<file path="src/rtl/lab1_imul_mul_client.sv">
// Batch request initiator for the integer multiplier: issues (a0+i, b0+i) for i < n,
// keeps at most p_max_inflight requests outstanding, and returns the 32-bit sum of products.
module lab1_imul_mul_client #(
  parameter int p_max_inflight = 4
) (
  input  logic        clk,
  input  logic        reset,
  input  logic        cmd_val,
  output logic        cmd_rdy,
  input  logic [31:0] cmd_a,
  input  logic [31:0] cmd_b,
  input  logic [7:0]  cmd_n,
  output logic        mul_req_val,
  input  logic        mul_req_rdy,
  output logic [63:0] mul_req_msg,
  input  logic        mul_resp_val,
  output logic        mul_resp_rdy,
  input  logic [31:0] mul_resp_msg,
  output logic        done_val,
  input  logic        done_rdy,
  output logic [31:0] done_sum,
  output logic [7:0]  done_count
);

  localparam int IW = $clog2(p_max_inflight + 1);
  localparam logic [IW-1:0] MAX_INF = IW'(p_max_inflight);
  localparam logic [IW-1:0] INF_ONE = IW'(1);

  typedef enum logic [1:0] {IDLE, RUN, DONE} state_t;

  state_t          state_q, state_d;
  logic [31:0]     a0_q, a0_d, b0_q, b0_d, sum_q, sum_d;
  logic [7:0]      n_q, n_d, issued_q, issued_d, received_q, received_d;
  logic [IW-1:0]   inflight_q, inflight_d;

  logic cmd_fire, req_fire, resp_fire, done_fire;

  // Every valid/ready is forced low while reset is high, independent of state.
  assign cmd_rdy      = !reset && (state_q == IDLE);
  assign mul_req_val  = !reset && (state_q == RUN) && (issued_q < n_q) && (inflight_q < MAX_INF);
  assign mul_resp_rdy = !reset && (state_q == RUN);
  assign done_val     = !reset && (state_q == DONE);
  assign done_sum     = reset ? 32'd0 : sum_q;
  assign done_count   = reset ? 8'd0  : received_q;
  assign mul_req_msg  = {a0_q + {24'd0, issued_q}, b0_q + {24'd0, issued_q}};

  assign cmd_fire  = cmd_val && cmd_rdy;
  assign req_fire  = mul_req_val && mul_req_rdy;
  // A response with nothing outstanding is a protocol violation and is dropped.
  assign resp_fire = mul_resp_val && mul_resp_rdy && (inflight_q != '0);
  assign done_fire = done_val && done_rdy;

  always_comb begin
    state_d    = state_q;
    a0_d       = a0_q;
    b0_d       = b0_q;
    n_d        = n_q;
    issued_d   = issued_q;
    received_d = received_q;
    inflight_d = inflight_q;
    sum_d      = sum_q;
    case (state_q)
      IDLE: begin
        if (cmd_fire) begin
          a0_d       = cmd_a;
          b0_d       = cmd_b;
          n_d        = cmd_n;
          issued_d   = '0;
          received_d = '0;
          inflight_d = '0;
          sum_d      = '0;
          state_d    = (cmd_n != 8'd0) ? RUN : DONE;
        end
      end
      RUN: begin
        if (req_fire) issued_d = issued_q + 8'd1;
        if (req_fire && !resp_fire) inflight_d = inflight_q + INF_ONE;
        if (!req_fire && resp_fire) inflight_d = inflight_q - INF_ONE;
        if (resp_fire) begin
          sum_d      = sum_q + mul_resp_msg;
          received_d = received_q + 8'd1;
          if (received_d == n_q) state_d = DONE;
        end
      end
      DONE: begin
        if (done_fire) state_d = IDLE;
      end
      default: state_d = IDLE;
    endcase
  end

  always_ff @(posedge clk) begin
    if (reset) begin
      state_q    <= IDLE;
      a0_q       <= '0;
      b0_q       <= '0;
      n_q        <= '0;
      issued_q   <= '0;
      received_q <= '0;
      inflight_q <= '0;
      sum_q      <= '0;
    end else begin
      state_q    <= state_d;
      a0_q       <= a0_d;
      b0_q       <= b0_d;
      n_q        <= n_d;
      issued_q   <= issued_d;
      received_q <= received_d;
      inflight_q <= inflight_d;
      sum_q      <= sum_d;
    end
  end

  resp_without_request: assert property (@(posedge clk) disable iff (reset)
    (state_q == RUN && mul_resp_val) |-> (inflight_q != '0));

endmodule

</file>
<file path="config.mk">
export PLATFORM = sky130hd
export DESIGN_NAME = lab1_imul_mul_client
export DESIGN_NICKNAME = d
export VERILOG_FILES = /design/src/rtl/lab1_imul_mul_client.sv
export SDC_FILE = /design/constraint.sdc
export NUM_CORES = 1
export LEC_CHECK = 0
export BUFFER_PORTS_ARGS = -buffer_cell sky130_fd_sc_hd__buf_4
export CAP_MARGIN = 20
export CORE_UTILIZATION = 49
export DETAILED_ROUTE_END_ITERATION = 6
export PLACE_DENSITY = 0.78
export SLEW_MARGIN = 25
export SYNTH_ARGS = -nofsm -noshare
export SYNTH_HDL_FRONTEND = slang
export SYNTH_SLANG_ARGS = --single-unit
</file>
<file path="constraint.sdc">
create_clock -name clk -period 2.8 [get_ports clk]
set_clock_uncertainty 0.2 [all_clocks]
set_input_delay 0.14 -clock clk [delete_from_list [all_inputs] [get_ports clk]]
set_output_delay 0.14 -clock clk [all_outputs]
set_load 0.02 [all_outputs]
</file>
==> flow_summary_export.csv <==
group,metric,value,unit
route,drc_errors,0,
timing,rsz0062_at_grt,"true",
finish,utilization,0.820,
critical_path,worstSetupStartpointType,"flop",
timing,final.period_utilization,1.28,
finish,area_growth,61.9,%
synth,yosysSeqAreaShare,0.308,
die,design.core.area,16100,um^2
finish,mostFrequentLayoutCells,"283 x buf_4, 116 x dfxtp_1, 76 x dlygate4sd3_1, 69 x a22o_1, 65 x nand2_1",
critical_path,worstSetupEndpoint,"mul_req_msg[28]",
power_and_ir_drop,combPwrFrac,0.213,
place,dp.cells,1420,
power_and_ir_drop,p_leak,5.94,nW
critical_path,worstPathArrival,3.24,ns
synth,synth_edf_count,0,
flow_run,drv_cap,0,
power_and_ir_drop,clock_power_share,0.427,
place,gp_routability_congestion,0.922,
synth,synthCells,971,
timing,slew_headroom,0.193,
global_route,grt_antenna_before_repair,2,
place,dp_worst_setup_slack,-0.167,ns
die,fp-row-count,46,
clock_network,cts_tree,"done",
clock_network,clkLatencyLatePin,0.43,ns
timing,hold_violations,0,
clock_network,clockBufferDepth,2,
clock_network,cts_num_sinks,125,
timing,worstMarginPinSlew,1.20,ns
timing,finalSetupViolations,61,
critical_path,r2r_cells,14,
finish,layout-drive-gt1-share,0.386,
global_route,grt_pass1_vias,9256,
die,boundaryPins,218,
route,drt-total-wl,33.0,mm
timing,fin_hold_ws,0.0743,ns
route,ant_nets,0,
synth,async_flop_share,0,
clock_network,clk_pin_slew,0.06,ns
die,die_h,131,um
power_and_ir_drop,power.switching,0.00162,W
die,die_area,17100,um^2
clock_network,cts_root_buf,"clkbuf_16",
synth,yosysUniqueCellTypes,68,
power_and_ir_drop,powerDensity,422,nW/um^2
critical_path,worstReg2RegEnd,"inflight_q[2]$_SDFFE_PP0P_",
synth,synth_seq_cells,125,
critical_path,reg2reg_slack,-0.19,ns
power_and_ir_drop,p_int,0.00393,W
route,via_per_inst,6.07,
global_route,grt_max_degree,46,
finish,fillers,893,
critical_path,crit_required,2.46,ns
critical_path,cp-startpoint,"b0_q[1]$_SDFFE_PP0P_",
hold_path,hold_class,"in -> reg",
synth,synth_nets,1141,
power_and_ir_drop,p_seq_frac,0.360,
outcome,violations,"setup timing",
synth,avgSynthCellArea,8.38,um^2
place,io_buffers,217,
critical_path,cp_slowest_cell,"dfxtp_1",
power_and_ir_drop,p_sw_frac,0.292,
route,drt_pass1_iterations,7,
die,die_w,131,um
critical_path,cpPeakStageDelay,0.54,ns
clock_network,cts_buffers,17,
clock_network,h-tree-depth,4,
route,post_drt_wl_per_cell,21.0,um
timing,finalCriticalPeriod,3.58,ns
synth,syn_area,8130,um^2
critical_path,r2r_start,"n_q[4]$_SDFFE_PP0P_",
synth,synth_ff_type,"dfxtp_1",
finish,nets,1508,
place,dp.final_hpwl,17.2,mm
route,drt_iter0_markers,852,
power_and_ir_drop,peakVddDrop,0.449,mV
timing,worst_slack,-0.783,ns
timing,slew_violations,0,
finish,final_common_cell,"buf_4",
critical_path,endpoint_kind,"output pin",
route,vias,9515,
synth,yosys_warnings,0,
global_route,grtUsageTotal,0.344,
die,start_util,0.506,
global_route,grt_pass1_wl,45.3,mm
outcome,status,"finished, violations left",
critical_path,cp_max_fo,5,
timing,fmax,279,MHz
critical_path,critical_path_class,"reg -> out",
critical_path,crit_path_cell_trace,"inv_1, fa_2, nor2b_4, o21ai_2, a21boi_2, o21ai_2, a21boi_2, o21ai_4, buf_12, a211oi_4, xor2_2, buf_4",
global_route,overflow,0,
finish,stdcell_count,1568,
registers in the layout, summed over array words and instances (netlist names):
signal      cells
b0_q           32
inflight_q      3
a0_q           32
n_q             8
received_q      8
state_q         2
issued_q        8
sum_q          32
worst max-delay path, delay by kind of cell (launching register included):
family                   cells  cell delay [ns]
AND/OR/NAND/NOR              1             0.14
XOR/XNOR                     1             0.19
flip-flops                   1             0.54
AO/OA/AOI/OAI                6             1.00
buffers and inverters        3             0.51
adder cells (fa/ha/maj)      1             0.44
worst min path at each step:
stage | end | startpoint | cells past startpoint
final | sum_q[1]$_SDFFE_PP0P_ | mul_resp_msg[0] | 5
after global routing | sum_q[1]$_SDFFE_PP0P_ | mul_resp_msg[0] | 5
after CTS | received_q[3]$_SDFFE_PP0P_ | reset | 3
after detailed placement | a0_q[8]$_SDFFE_PP0P_ | cmd_a[8] | 2
after global placement | b0_q[27]$_SDFFE_PP0P_ | cmd_b[27] | 3
after floorplan | n_q[7]$_SDFFE_PP0P_ | cmd_n[7] | 2
repair_timing:
item | in CTS | in global routing
hold buffers | 76 | 1
buffers inserted | 34 | 15
endpoints found under the hold margin | 77 | 1
resized for setup | 113 | 91
endpoints found under the setup margin | 59 | 77
gates cloned | 3 | 0
pin swaps | 79 | 86
kinds of logic after synthesis:
group / after synthesis / share of synthesized area
DFF: 125 / 0.308
and+or+nand+nor: 319 / 0.200
AOI/OAI and AO/OA: 268 / 0.235
muxes: 4 / 0.00492
xor gates and xnor gates: 105 / 0.113
adders and majority gates: 60 / 0.0951
buffers and inverters: 90 / 0.0442
final cells by class:
cell class                      instances  area, um^2  area share
Antenna cell                            1        2.50    0.000190
Clock buffer                           20         467      0.0354
Clock inverter                         12         161      0.0123
Inverter                               42         158      0.0120
Multi-Input combinational cell        756        6250       0.475
Sequential cell                       125        2520       0.191
Tap cell                              216         270      0.0205
Timing Repair Buffer                  396        3330       0.253
per-layer routing:
metal / track usage / share of wire / routed length (um) / vias to the layer above
met1: 0.363 / 0.35 / 11700 / 4499
met2: 0.599 / 0.48 / 15800 / 603
met3: 0.0993 / 0.097 / 3220 / 204
met5: 0 / 0.00033 / 11 / -
li1: - / - / - / 4207
met4: 0.222 / 0.067 / 2220 / 2
Yosys cell counts, types with 4 or more instances:
cell type,n,area share
and2_1,7,0.0054
nor2b_1,48,0.037
buf_1,5,0.0023
clkbuf_1,40,0.018
nand3_1,49,0.030
xor2_1,55,0.059
a22o_1,69,0.074
a21o_1,12,0.011
a21oi_1,61,0.038
a31oi_1,8,0.0062
xnor2_1,50,0.054
nand4_1,16,0.012
o21ai_0,58,0.036
or2_2,5,0.0038
a211oi_1,6,0.0055
o31ai_1,6,0.0055
ha_1,57,0.088
nor4_1,7,0.0054
dfxtp_1,125,0.31
inv_1,42,0.019
a31o_2,9,0.0097
nand2_1,72,0.033
nor3_1,14,0.0086
nor2_1,57,0.026
and3_1,21,0.016
mux2i_1,4,0.0049
o211ai_1,4,0.0037
nand2b_1,5,0.0038
metrics by stage:
| stage | cell area (um^2) | power, W | setup TNS (ns) |
|---|---|---|---|
| 6_report | 13200 | 0.00555 | -26.44 |
| 3_3_place_gp | 10600 | 0.00295 | -0.708 |
| 2_1_floorplan | 8330 | 0.00255 | -0.329 |
| 5_1_grt | 13200 | 0.00573 | -31.70 |
| 4_1_cts | 12700 | 0.00539 | -13.43 |
| 3_5_place_dp | 10600 | 0.00296 | -2.76 |
power groups by stage:
stage          sequential (W)  combinational, W  clock, W
2_1_floorplan         0.00199          0.000551         0
4_1_cts               0.00198           0.00106   0.00235
3_5_place_dp          0.00201          0.000945         0
5_1_grt               0.00201           0.00124   0.00247
3_3_place_gp          0.00201          0.000936         0
6_report              0.00200           0.00118   0.00237
(Power assumes the default switching activity.)
